<file path="config.mk">
export PLATFORM = sky130hd
export DESIGN_NAME = vector_line_engine
export DESIGN_NICKNAME = d
export VERILOG_FILES = /design/src/rtl/vle_pkg.sv /design/src/rtl/vle_cmd_fifo.sv /design/src/rtl/vector_line_engine.sv
export SDC_FILE = /design/constraint.sdc
export NUM_CORES = 1
export LEC_CHECK = 0
export ABC_CLOCK_PERIOD_IN_PS = 13200
export BUFFER_PORTS_ARGS = -buffer_cell sky130_fd_sc_hd__buf_2
export CAP_MARGIN = 20
export CORE_UTILIZATION = 60
export DETAILED_ROUTE_END_ITERATION = 10
export MAX_ROUTING_LAYER = met4
export PLACE_DENSITY = 0.86
export SETUP_SLACK_MARGIN = 0.3
export SLEW_MARGIN = 20
export SYNTH_ARGS = -nofsm -noshare
export SYNTH_HDL_FRONTEND = slang
export SYNTH_SLANG_ARGS = --single-unit
</file>
<file path="constraint.sdc">
create_clock -name clk -period 13.2 [get_ports clk]
set_input_delay 0.66 -clock clk [delete_from_list [all_inputs] [get_ports clk]]
set_output_delay 0.66 -clock clk [all_outputs]
set_load 0.05 [all_outputs]
</file>
<file path="src/rtl/vle_pkg.sv">
// vle_pkg: shared types and default parameters for vector_line_engine.
// Build option: define VLE_CLIP_EN to suppress off-screen pixels.
package vle_pkg;

   localparam int unsigned VLE_COORD_W    = 13;
   localparam int unsigned VLE_SCREEN_W   = 640;
   localparam int unsigned VLE_SCREEN_H   = 480;
   localparam int unsigned VLE_COLOR_W    = 4;
   localparam int unsigned VLE_FIFO_DEPTH = 4;

   typedef enum logic [1:0] {
      IDLE  = 2'd0,
      SETUP = 2'd1,
      STEP  = 2'd2,
      DONE  = 2'd3
   } vle_state_t;

   // One queued line: centred endpoints (+y up) and colour.
   typedef struct packed {
      logic signed [VLE_COORD_W-1:0] start_x;
      logic signed [VLE_COORD_W-1:0] start_y;
      logic signed [VLE_COORD_W-1:0] end_x;
      logic signed [VLE_COORD_W-1:0] end_y;
      logic        [VLE_COLOR_W-1:0] color;
   } vle_cmd_t;

endpackage

</file>
<file path="src/rtl/vle_cmd_fifo.sv">
// vle_cmd_fifo: synchronous first-word-fall-through queue of line commands.
module vle_cmd_fifo
   import vle_pkg::*;
#(
   parameter int unsigned DEPTH = VLE_FIFO_DEPTH
) (
   input  logic     clk,
   input  logic     rst,
   input  logic     push,
   input  logic     pop,
   input  vle_cmd_t din,
   output vle_cmd_t dout,
   output logic     full,
   output logic     empty
);

   localparam int unsigned PTR_W = $clog2(DEPTH);

   vle_cmd_t         mem [DEPTH];
   logic [PTR_W:0]   wr_ptr;
   logic [PTR_W:0]   rd_ptr;

   // Extra pointer bit distinguishes full from empty; low bits wrap modulo DEPTH.
   assign empty = (wr_ptr == rd_ptr);
   assign full  = (wr_ptr[PTR_W] != rd_ptr[PTR_W]) &&
                  (wr_ptr[PTR_W-1:0] == rd_ptr[PTR_W-1:0]);
   assign dout  = mem[rd_ptr[PTR_W-1:0]];

   // Pointer update on accepted push/pop.
   always_ff @(posedge clk) begin
      if (rst) begin
         wr_ptr <= '0;
         rd_ptr <= '0;
      end else begin
         if (push && !full) wr_ptr <= wr_ptr + (PTR_W+1)'(1);
         if (pop && !empty) rd_ptr <= rd_ptr + (PTR_W+1)'(1);
      end
   end

   // Storage write; contents need no reset.
   always_ff @(posedge clk) begin
      if (push && !full) mem[wr_ptr[PTR_W-1:0]] <= din;
   end

endmodule

</file>
<file path="src/rtl/vector_line_engine.sv">
// vector_line_engine: queued Bresenham line rasteriser with a valid/ready pixel stream.
// Build option: VLE_CLIP_EN hides off-screen pixels while stepping continues through them.
module vector_line_engine
   import vle_pkg::*;
#(
   parameter int unsigned COORD_W    = VLE_COORD_W,
   parameter int unsigned SCREEN_W   = VLE_SCREEN_W,
   parameter int unsigned SCREEN_H   = VLE_SCREEN_H,
   parameter int unsigned COLOR_W    = VLE_COLOR_W,
   parameter int unsigned FIFO_DEPTH = VLE_FIFO_DEPTH,
   localparam int unsigned ADDR_W    = $clog2(SCREEN_W*SCREEN_H)
) (
   input  logic               clk,
   input  logic               rst,
   input  logic               cmd_valid,
   output logic               cmd_ready,
   input  logic [COORD_W-1:0] cmd_start_x,
   input  logic [COORD_W-1:0] cmd_start_y,
   input  logic [COORD_W-1:0] cmd_end_x,
   input  logic [COORD_W-1:0] cmd_end_y,
   input  logic [COLOR_W-1:0] cmd_color,
   output logic               pix_valid,
   input  logic               pix_ready,
   output logic [COORD_W:0]   pix_x,
   output logic [COORD_W:0]   pix_y,
   output logic [ADDR_W-1:0]  pix_addr,
   output logic [COLOR_W-1:0] pix_color,
   output logic               pix_onscreen,
   output logic               pix_last,
   output logic               line_done,
   output logic               busy
);

   localparam int unsigned SW = COORD_W + 2;   // screen-coordinate width
   localparam int unsigned EW = COORD_W + 3;   // delta / error width

   localparam logic signed [SW-1:0] HALF_W = SW'(SCREEN_W / 2);
   localparam logic signed [SW-1:0] HALF_H = SW'(SCREEN_H / 2);
   localparam logic signed [SW-1:0] SCR_W  = SW'(SCREEN_W);
   localparam logic signed [SW-1:0] SCR_H  = SW'(SCREEN_H);

   vle_state_t state_q, state_d;
   vle_cmd_t   cmd_in, fifo_head, cmd_q;
   logic       fifo_full, fifo_empty, push, pop;
   logic       adv, load, finish;

   logic signed [SW-1:0] cur_x, cur_y;
   logic signed [EW-1:0] dx_q, dy_q, err_q;
   logic        [EW-1:0] count_q;
   logic                 step_x_neg, step_y_neg;

   logic signed [SW-1:0] sx0, sy0, ex0, ey0;
   logic signed [EW-1:0] ddx, ddy, adx, ady, err0, cnt0;
   logic signed [EW:0]   e2, ndy;
   logic signed [SW-1:0] x_inc, y_inc, nx, ny;
   logic signed [EW-1:0] nerr;
   logic signed [SW-1:0] cand_x, cand_y;
   logic                 cand_end, cand_on, cand_vis;
   logic [ADDR_W-1:0]    cand_addr;

   assign cmd_ready = !fifo_full;
   assign push      = cmd_valid && !fifo_full;
   assign busy      = (state_q != IDLE) || !fifo_empty;

   // Pack the incoming command for the queue.
   always_comb begin
      cmd_in         = '0;
      cmd_in.start_x = VLE_COORD_W'($signed(cmd_start_x));
      cmd_in.start_y = VLE_COORD_W'($signed(cmd_start_y));
      cmd_in.end_x   = VLE_COORD_W'($signed(cmd_end_x));
      cmd_in.end_y   = VLE_COORD_W'($signed(cmd_end_y));
      cmd_in.color   = VLE_COLOR_W'(cmd_color);
   end

   vle_cmd_fifo #(
      .DEPTH (FIFO_DEPTH)
   ) u_cmd_fifo (
      .clk   (clk),
      .rst   (rst),
      .push  (push),
      .pop   (pop),
      .din   (cmd_in),
      .dout  (fifo_head),
      .full  (fifo_full),
      .empty (fifo_empty)
   );

   // State register.
   always_ff @(posedge clk) begin
      if (rst) state_q <= IDLE;
      else     state_q <= state_d;
   end

   // Next state plus datapath strobes; a hidden (clipped) pixel advances without a handshake.
   always_comb begin
      state_d = state_q;
      pop     = 1'b0;
      adv     = 1'b0;
      load    = 1'b0;
      finish  = 1'b0;
      case (state_q)
         IDLE: begin
            if (!fifo_empty) begin
               pop     = 1'b1;
               state_d = SETUP;
            end
         end
         SETUP: begin
            load    = 1'b1;
            state_d = STEP;
         end
         STEP: begin
            adv = !pix_valid || pix_ready;
            if (adv && (count_q == '0)) begin
               finish  = 1'b1;
               state_d = DONE;
            end else if (adv) begin
               load = 1'b1;
            end
         end
         DONE:    state_d = IDLE;
         default: state_d = IDLE;
      endcase
   end

   // Line geometry from the popped command, in screen coordinates (+y down).
   always_comb begin
      sx0  = HALF_W + SW'(cmd_q.start_x);
      sy0  = HALF_H - SW'(cmd_q.start_y);
      ex0  = HALF_W + SW'(cmd_q.end_x);
      ey0  = HALF_H - SW'(cmd_q.end_y);
      ddx  = EW'(ex0) - EW'(sx0);
      ddy  = EW'(ey0) - EW'(sy0);
      adx  = ddx[EW-1] ? -ddx : ddx;
      ady  = ddy[EW-1] ? -ddy : ddy;
      err0 = adx - ady;
      cnt0 = (adx >= ady) ? adx : ady;
   end

   // One Bresenham step from the current pixel.
   always_comb begin
      e2    = {err_q, 1'b0};
      ndy   = -((EW+1)'(dy_q));
      x_inc = step_x_neg ? SW'(-1) : SW'(1);
      y_inc = step_y_neg ? SW'(-1) : SW'(1);
      nx    = cur_x;
      ny    = cur_y;
      nerr  = err_q;
      if (e2 > ndy) begin
         nerr = nerr - dy_q;
         nx   = nx + x_inc;
      end
      if (e2 < (EW+1)'(dx_q)) begin
         nerr = nerr + dx_q;
         ny   = ny + y_inc;
      end
   end

   // Candidate pixel to be registered onto the output: the start point in SETUP, else the next step.
   always_comb begin
      if (state_q == SETUP) begin
         cand_x   = sx0;
         cand_y   = sy0;
         cand_end = (cnt0 == '0);
      end else begin
         cand_x   = nx;
         cand_y   = ny;
         cand_end = (count_q == EW'(1));
      end
      cand_on   = !cand_x[SW-1] && (cand_x < SCR_W) && !cand_y[SW-1] && (cand_y < SCR_H);
      cand_addr = cand_on ? (ADDR_W'(cand_y) * ADDR_W'(SCREEN_W) + ADDR_W'(cand_x)) : '0;
`ifdef VLE_CLIP_EN
      cand_vis  = cand_on;
`else
      cand_vis  = 1'b1;
`endif
   end

   // Datapath and registered pixel outputs; stalled pixels hold because nothing loads.
   always_ff @(posedge clk) begin
      if (rst) begin
         cmd_q        <= '0;
         cur_x        <= '0;
         cur_y        <= '0;
         dx_q         <= '0;
         dy_q         <= '0;
         err_q        <= '0;
         count_q      <= '0;
         step_x_neg   <= 1'b0;
         step_y_neg   <= 1'b0;
         pix_valid    <= 1'b0;
         pix_x        <= '0;
         pix_y        <= '0;
         pix_addr     <= '0;
         pix_color    <= '0;
         pix_onscreen <= 1'b0;
         pix_last     <= 1'b0;
         line_done    <= 1'b0;
      end else begin
         line_done <= (state_d == DONE);
         if (pop) cmd_q <= fifo_head;
         if (load) begin
            if (state_q == SETUP) begin
               dx_q       <= adx;
               dy_q       <= ady;
               err_q      <= err0;
               count_q    <= cnt0;
               step_x_neg <= ddx[EW-1];
               step_y_neg <= ddy[EW-1];
               pix_color  <= COLOR_W'(cmd_q.color);
            end else begin
               err_q   <= nerr;
               count_q <= count_q - EW'(1);
            end
            cur_x        <= cand_x;
            cur_y        <= cand_y;
            pix_x        <= (COORD_W+1)'(cand_x);
            pix_y        <= (COORD_W+1)'(cand_y);
            pix_addr     <= cand_addr;
            pix_onscreen <= cand_on;
            pix_valid    <= cand_vis;
            pix_last     <= cand_end && cand_vis;
         end else if (finish) begin
            pix_valid <= 1'b0;
            pix_last  <= 1'b0;
         end
      end
   end

endmodule

</file>
After elaboration in Yosys (flattened, before gate mapping). Memory sizes are Yosys's and may differ from the RTL's. A register that Yosys moved wholly into a read port is not among the register bits. Index checks and enable logic that the tools add are counted.

RAM bits: 224. Output and inout port bits: 57. Bits in registers: 159. Input bits: 60. Word-level logic and storage cells: 103. Memories kept: 1.

Memories: u_cmd_fifo.mem (depth 4, width 56, rd ports 1, clocked after memory_dff 1, wr ports 1, RTL line vle_cmd_fifo.sv:19) `vle_cmd_t mem [DEPTH];`.

Muxes and demuxes: 30. Magnitude comparators: 5. Add/sub/neg operators: 18. Reductions and logical operators: 21. Equal/unequal tests: 8. Multipliers: 1.

Operator list (count): $mux 16 (7); $mux 15 (6); $logic_not 16->1 (2); $neg 15->16 (2); $sub 16x16->16 (2); $add 15x15->15 (2); $sub 14x14->15 (2); $add 10x13->14 const A (2); $sub 9x13->14 const A (2); $add 19x19->19 (1); $mul 19x3->12 const B (1); $mux 19 (1); $gt 17x17->1 (1); $lt 17x16->1 (1); $neg 16->17 (1); $add 16x16->16 (1); $eq 16x1->1 const B (1); $ge 16x16->1 (1); $sub 16x1->16 const B (1); $lt 15x10->1 const B (1); $lt 15x11->1 const B (1); $mux 1 (12); $logic_and 1x1->1 (8); $pmux 2 s4 (1); 13 further kinds (23).

Longest topological paths before layout. Gate-level depths: netlist of run 1.

Word-level depth: 9. Mapped depth: 33. Depth with buffers taken out: 31.

Modules after synthesis. A second synthesis of run 1 with hierarchy kept.

Cells, all modules: 2516. Area, all modules: 24852.6 um^2.

Modules (own cells, without submodules): vector_line_engine (area an instance 16215.6 um^2, times used 1, cells an instance 2156, seq. area each 3623.5 um^2); vle_cmd_fifo (area an instance 8637.0 um^2, times used 1, cells an instance 360, seq. area each 6886.6 um^2).

Least setup slack after synthesis of run 1. Ideal clock, no wire load.

Path kind: register to register. From: reg, netlist name cmd_q[30]. To: reg count_q[6]. Required time: 13.078 ns. Path buffers: 3. Arrival time: 6.016 ns. Cell stages (with the launch flop): 28. Path slack: 7.063 ns. Clock period less this slack: 6.137 ns. Setup time: 0.122 ns. Cell sequence: dfxtp_1 o41ai_1 nor2_1 a21oi_1 xor2_1 ha_1 ha_1 clkbuf_1 a21oi_1 o21ai_0 a31oi_1 a21oi_1 xor2_1 clkbuf_1 nor2_1 xnor2_1 ha_1 nand2_1 nand2_1 a21o_1 a221oi_1 nand2b_1 o211ai_1 a21oi_1 maj3_4 a21oi_4 buf_4 a221o_1.

Cells in the longest elaborated chain, start to end: 7.

Ends and longest elaborated chain: $sub 9x13->14 * (RTL line vector_line_engine.sv:129) `sy0 = HALF_H - SW'(cmd_q.start_y);`; $sub 14x14->15 * (RTL line vector_line_engine.sv:133) `ddy = EW'(ey0) - EW'(sy0);`; $neg 15->16 (RTL line vector_line_engine.sv:135) `ady = ddy[EW-1] ? -ddy : ddy;`; $mux 16 * (RTL line vector_line_engine.sv:135); $ge 16x16->1 (RTL line vector_line_engine.sv:137) `cnt0 = (adx >= ady) ? adx : ady;`; $mux 16 * (RTL line vector_line_engine.sv:137); $mux 16 * (RTL line vector_line_engine.sv:203) `if (state_q == SETUP) begin`; end signal, assigned (RTL line vector_line_engine.sv:207) `count_q <= cnt0;`; end signal, assigned (RTL line vector_line_engine.sv:213) `count_q <= count_q - EW'(1);`; end, declared (RTL line vector_line_engine.sv:49) `logic [EW-1:0] count_q;`.

Mark *: on every way between the ends. The rest lies on a longest branch, timed or not. A chain may end at the register's enable or synchronous reset.

Worst setup path after layout of run 1.
From: reg dy_q[1]. To: reg err_q[15].

Cells in the longest elaborated chain, start to end: 6. Elaborated cells on any way between the ends: 7. Classes of those cells: 3 x add/sub; 1 x order compare; 3 x mux.

Ends and longest elaborated chain: start, declared (RTL line vector_line_engine.sv:48) `logic signed [EW-1:0] dx_q, dy_q, err_q;`; start signal, assigned (RTL line vector_line_engine.sv:205) `dy_q <= ady;`; $neg 16->17 (RTL line vector_line_engine.sv:143) `ndy = -((EW+1)'(dy_q));`; $gt 17x17->1 (RTL line vector_line_engine.sv:149) `if (e2 > ndy) begin`; $mux 16 * (RTL line vector_line_engine.sv:149); $add 16x16->16 (RTL line vector_line_engine.sv:154) `nerr = nerr + dx_q;`; $mux 16 * (RTL line vector_line_engine.sv:153) `if (e2 < (EW+1)'(dx_q)) begin`; $mux 16 * (RTL line vector_line_engine.sv:203); end signal, assigned (RTL line vector_line_engine.sv:206) `err_q <= err0;`; end signal, assigned (RTL line vector_line_engine.sv:212) `err_q <= nerr;`; end, declared (RTL line vector_line_engine.sv:48).

Marks and branches as above.

==> flow_summary.json, run 1 <==
{
  "status": "complete, no violations",
  "rows": 73,
  "die_w_um": 203.3,
  "cp_max_fo": 26,
  "start_util": 0.6108,
  "critPathBufInv": 2,
  "ys_warn_count": 0,
  "fin_skew_ns": 0.02363,
  "wire_per_inst_um": 22.56,
  "synth_fa_ha_area_frac": 0.1122,
  "placement.setup.worst_slack_ns": 6.223,
  "grt_max_degree": 62,
  "final_hold_viol_count": 0,
  "cts_buffer_depth": 3,
  "arrival_ns": 7.77,
  "coreArea_um2": 39820,
  "layout-drive-gt1-share": 0.1236,
  "worstSetupEndpointType": "flop",
  "crit_slowest_cell": "a2111oi_0",
  "syn_inst": 2414,
  "fin_nets": 2735,
  "htreeDepth": 2,
  "clk_pin_slew_worst_paths_ns": 0.06,
  "grt_pass1_vias": 18710,
  "synth.area.top_cells": "edfxtp_1 28%, dfxtp_1 15%, ha_1 10%",
  "synth_area_leader_cell": "edfxtp_1",
  "period_share": 0.5489,
  "async_reset_ff_frac": 0,
  "postCtsHoldBufs": 0,
  "synth-seq-cells": 411,
  "via_per_inst": 6.371,
  "synth_top_family_by_area": "compound AO/OA/AOI/OAI gates",
  "place.gp.congestion": 1.078,
  "rsz0062_at_grt": "no",
  "worstMarginPinSlew_ns": 1.086,
  "synth_nets": 2684,
  "top_level_ports": 117,
  "synth_compound_area_frac": 0.1535,
  "tns_ns": 0,
  "top_layer_used": "met4",
  "dp_hpwl_um": 47710,
  "slew_headroom": 0.2735,
  "finalCriticalPeriod_ns": 7.246,
  "hold_path.class": "primary input to flop",
  "synth.distinct_cells": 93,
  "synth_most_common_cell": "nand2_1",
  "syn-cell-area_um2": 24320,
  "dp_cells": 2945,
  "wl_met2_um": 33180,
  "postRouteAntennaNets": 0,
  "drt_iter0_drc": 1873,
  "via_count": 19280,
  "fmaxAchievable_mhz": 138.0,
  "worst_setup_path_start_kind": "flop",
  "crit_family": "compound AO/OA/AOI/OAI gates",
  "cts.sinks": 411,
  "drcViolationCount": 0,
  "clk_latency_ns": 0.60,
  "setup_slack_ns": 5.954,
  "crit_top_cell": "nand2_1",
  "synth_mux_area_frac": 0.06451,
  "whs_ns": 0.2808,
  "synth-edff-count": 224,
  "area.growth.synth_to_final_pct": 9.470,
  "synth_top_cell_area_share": 0.2765,
  "die_h_um": 203.3,
  "path_class": "flop to flop",
  "grt_pass1_wl_um": 105900,
  "finalNonFillerCells": 3026,
  "cts_setup_buffers": 0,
  "synthXorXnorAreaFrac": 0.06301,
  "cts_tree": "built",
  "cts-root-buf": "clkbuf_16",
  "avgSynthCellArea_um2": 10.08,
  "numPortBuffers": 116,
  "yosysSeqAreaShare": 0.4305,
  "setup_violations": 0,
  "cts_buffers": 43,
  "die_area_um2": 41350,
  "grt_use_total": 0.3418,
  "num-fill-cells": 2965,
  "maxCapViolCount": 0,
  "cp_slowest_stage_delay_ns": 0.74,
  "wirelength_um": 68250,
  "synthTopCellsByCount": "280 x nand2_1, 224 x edfxtp_1, 214 x a21oi_1",
  "finalMaxSlewViolations": 0,
  "grt_overflow": 0,
  "antenna_found_initial": 4,
  "post_cts_resized": 0,
  "synth_simple_gate_area_share": 0.1314,
  "wl_met1_um": 26360,
  "required_ns": 13.73,
  "drt_pass1_iterations": 5,
  "synth_flop_cell": "edfxtp_1",
  "route.met3.wl_um": 5369
}
worst reg2reg max path, delay by kind of cell, from the launching register on:
kind | cells | cell delay, ns
xor+xnor | 3 | 0.44
flops | 1 | 0.34
simple gates | 10 | 1.86
buf+inv | 2 | 0.42
compound gates | 10 | 3.28
fa+ha+maj | 3 | 0.84
per-stage QoR:
step	utilization	cell area, um^2
final	0.6686	26630
after global routing	0.6686	26630
after CTS	0.6683	26610
after detailed placement	0.6318	25160
after global placement	0.6318	25160
after floorplan	-	24320
state kept, by name, indices dropped and copies added (netlist names):
register / flops
pix_addr: 19
u_cmd_fifo.rd_ptr: 3
step_y_neg: 1
err_q: 16
dy_q: 16
pix_x: 13
pix_last: 1
dx_q: 16
u_cmd_fifo.wr_ptr: 3
u_cmd_fifo.mem: 224
count_q: 16
cur_x: 2
line_done: 1
cur_y: 2
pix_color: 4
pix_valid: 1
cmd_q: 56
state_q: 2
pix_onscreen: 1
pix_y: 13
step_x_neg: 1
routing by layer:
metal,track usage,vias up
met5,-,-
met4,0.1536,0
met3,0.05321,201
met2,0.5657,925
met1,0.4127,9265
li1,-,8887
logic make-up (layout without fill, tap and decap cells):
| logic type | count (synthesis) | after routing |
|---|---|---|
| simple gates | 709 | 709 |
| xor+xnor | 172 | 172 |
| buf+inv | 258 | 344 |
| flops | 411 | 411 |
| mux | 86 | 86 |
| compound gates | 563 | 563 |
| fa+ha+maj | 213 | 213 |
| other cells | 2 | 3 |
cell type report:
type / count / area [um^2] / area share
diodes: 1 / 2.502 / 0.00009398
clock buffers: 58 / 1204 / 0.04520
clock inverters: 22 / 251.5 / 0.009445
inverters: 129 / 484.2 / 0.01819
multi-input cells: 1745 / 12830 / 0.4817
flip-flops and latches: 411 / 10480 / 0.3934
well taps: 525 / 656.9 / 0.02467
repair buffers: 135 / 725.7 / 0.02725
final timing paths:
kind / slack [ns] / cells after the start / endpoint / start
worst min register to register: 0.44 / 2 / pix_onscreen / pix_onscreen
worst min-delay path: 0.28 / 1 / u_cmd_fifo.mem[1][19] / cmd_end_x[2]
worst max register to register: 5.95 / 28 / err_q[15] / dy_q[1]
worst max-delay path: 5.95 / 28 / err_q[15] / dy_q[1]
placed cells by master, fill, tap and decap left out, drive strengths merged, types with 19 or more instances in the layout:
cell / instances
a211oi: 49
a21o: 36
a21oi: 217
and3: 19
buf: 135
clkbuf: 58
dfxtp: 187
edfxtp: 224
ha: 201
inv: 132
mux2i: 24
mux4: 56
nand2: 280
nand2b: 19
nand3: 44
nor2: 188
nor3: 55
o211ai: 19
o21a: 20
o21ai: 78
o21bai: 19
xnor2: 111
xor2: 61
Power of run 1 is not shown: default switching activity piles up to over one toggle a cycle in this logic, so the estimate is an artifact.
==> inputs of run 2 (changes only) <==
--- a/config.mk
+++ b/config.mk
@@ -5,7 +5,7 @@
 export SDC_FILE = /design/constraint.sdc
 export NUM_CORES = 1
 export LEC_CHECK = 0
-export ABC_CLOCK_PERIOD_IN_PS = 13200
+export ABC_CLOCK_PERIOD_IN_PS = 7200
 export BUFFER_PORTS_ARGS = -buffer_cell sky130_fd_sc_hd__buf_2
 export CAP_MARGIN = 20
 export CORE_UTILIZATION = 60
==> constraint.sdc (replaced) <==
create_clock -name clk -period 7.2 [get_ports clk]
set_input_delay 0.36 -clock clk [delete_from_list [all_inputs] [get_ports clk]]
set_output_delay 0.36 -clock clk [all_outputs]
set_load 0.05 [all_outputs]
==> run 2 against run 1 <==
Register-to-register slack worse by 5.5 ns. Wire length grew 11%. Final cell count increased by 2.5%. Non-clock buffer count grew 79. Via count rose by 4.5%. Worst hold slack worse by 0.28 ns. Sequential share of layout area fell by 0.97 points. Critical path depth shrank 5. Core utilization rose by 1.7 points. First-iteration DRC count rose by 16%. Largest cell class unchanged.
==> flow_summary.json, run 2 (synthesis gave the netlist of run 1 again) <==
{
  "status": "complete, no violations",
  "final_cell_mix": "279 x nand2_1, 224 x edfxtp_1, 213 x a21oi_1, 200 x ha_1, 186 x nor2_1",
  "final_common_cell": "nand2_1",
  "crit_family": "compound AO/OA/AOI/OAI gates",
  "critPathBufInv": 1,
  "top_level_ports": 117,
  "drt_iter0_drc": 2180,
  "clk_pin_slew_worst_paths_ns": 0.06,
  "setup_violations": 0,
  "period_share": 0.9325,
  "postRouteAntennaNets": 0,
  "clk_latency_ns": 0.59,
  "cts_buffers": 42,
  "cts-root-buf": "clkbuf_16",
  "rows": 73,
  "num-fill-cells": 2870,
  "worstSetupEndpointType": "flop",
  "tns_ns": 0,
  "grtUsageMet2": 0.6214,
  "start_util": 0.6108,
  "wire_per_inst_um": 24.35,
  "arrival_ns": 7.20,
  "cts_buffer_depth": 3,
  "crit_slowest_cell": "xnor2_1",
  "met1_usage": 0.4478,
  "grt_max_degree": 84,
  "rsz0062_at_grt": "yes",
  "drt_pass1_iterations": 8,
  "wirelength_um": 75530,
  "coreArea_um2": 39820,
  "fin_skew_ns": 0.02380,
  "die_h_um": 203.3,
  "dp_hpwl_um": 49740,
  "via_per_inst": 6.492,
  "finalMaxSlewViolations": 0,
  "die_w_um": 203.3,
  "antenna_cells": 0,
  "met3_usage": 0.06104,
  "area.growth.synth_to_final_pct": 12.23,
  "htreeDepth": 2,
  "cp_slowest_stage_delay_ns": 0.54,
  "finalCriticalPeriod_ns": 6.714,
  "grt_use_total": 0.3779,
  "worst_setup_path_start_kind": "flop",
  "crit_top_cell": "ha_1",
  "grt_overflow": 0,
  "path_class": "flop to flop",
  "grt_pass1_wl_um": 115600,
  "worstMarginPinSlew_ns": 1.168,
  "numPortBuffers": 116,
  "multi_input_comb_area_um2": 12900,
  "final_hold_viol_count": 0,
  "busiest_layer": "met2",
  "fmaxAchievable_mhz": 148.9,
  "grt_pass1_vias": 19910,
  "via_count": 20140,
  "layout-drive-gt1-share": 0.1347,
  "maxCapViolCount": 0,
  "drcViolationCount": 0,
  "r2r_setup_slack_ns": 0.49,
  "antenna_found_initial": 2,
  "die_area_um2": 41350,
  "cp_cell_sequence": "a21oi_1 -> nor2_1 -> xnor2_1 -> ha_1 -> ha_1 -> nand3_1 -> o221ai_2 -> a21oi_4 -> xnor2_2 -> nor2_1 -> xnor2_1 -> inv_1 -> ha_1 -> a21o_1 -> a21o_1 -> a221oi_1 -> nand2b_1 -> o211ai_1 -> a21oi_1 -> maj3_4 -> a21oi_4 -> and3_1 -> a2111oi_2",
  "fin_nets": 2814,
  "cts_tree": "built",
  "seqCellArea_um2": 10480,
  "required_ns": 7.69,
  "place.gp.congestion": 0.9577,
  "largest_reg_flops": 224,
  "cp_max_fo": 18,
  "cts.sinks": 411,
  "slew_headroom": 0.2146,
  "hold_path.class": "primary input to flop"
}
-- run 2: through the flow --
stage / hold WS (ns) / setup slack (ns) / utilization / instances / cell area, um^2
floorplan: 0.4360 / 1.063 / - / 2414 / 24320
global placement: 0.4277 / 0.4691 / 0.6390 / 2982 / 25450
detailed placement: 0.4356 / 0.1994 / 0.6391 / 2982 / 25450
CTS: 0.0006137 / 0.4663 / 0.6837 / 3100 / 27230
global route: 0.001249 / 0.2906 / 0.6855 / 3102 / 27300
finish: 0.003498 / 0.4861 / 0.6855 / 3102 / 27300
-- run 2: worst reg2reg max path, cell delays in order, from the launching register on --
cell	delay [ns]
dfxtp_1	0.38
a21oi_1	0.31
nor2_1	0.13
xnor2_1	0.54
ha_1	0.36
ha_1	0.48
nand3_1	0.18
o221ai_2	0.28
a21oi_4	0.10
xnor2_2	0.46
nor2_1	0.14
xnor2_1	0.48
inv_1	0.20
ha_1	0.37
a21o_1	0.17
a21o_1	0.17
a221oi_1	0.32
nand2b_1	0.17
o211ai_1	0.09
a21oi_1	0.29
maj3_4	0.28
a21oi_4	0.15
and3_1	0.27
a2111oi_2	0.29
-- run 2: routing by layer --
metal,vias up,share of wire
li1,9025,-
met4,0,0.059
met3,281,0.082
met5,-,0
met2,1173,0.49
met1,9659,0.37
-- run 2: layout make-up --
class / instances / share of cell area
clock buffers: 61 / 0.04331
clock inverters: 16 / 0.006463
inverters: 129 / 0.01774
multi-input cells: 1746 / 0.4726
flip-flops and latches: 411 / 0.3837
well taps: 525 / 0.02406
repair buffers: 214 / 0.05207
-- run 2: path summary, 6_finish.rpt --
| check | from | to | depth (start not counted) |
|---|---|---|---|
| worst max-delay path | cmd_q[51] | count_q[11] | 23 |
| worst min-delay path | cmd_end_y[11] | u_cmd_fifo.mem[3][15] | 1 |
| worst max register to register | cmd_q[51] | count_q[11] | 23 |
| worst min register to register | pix_addr[12] | pix_addr[12] | 2 |
-- run 2: timing repair --
item	4_1_cts	5_1_grt
hold endpoints to repair	146	0
cloned	0	1
buffers inserted	0	1
hold buffers	41	0
pin swaps	0	2
endpoints found under the setup margin	10	22
resized for setup	1	6
Power of run 2 is left out for the same reason.
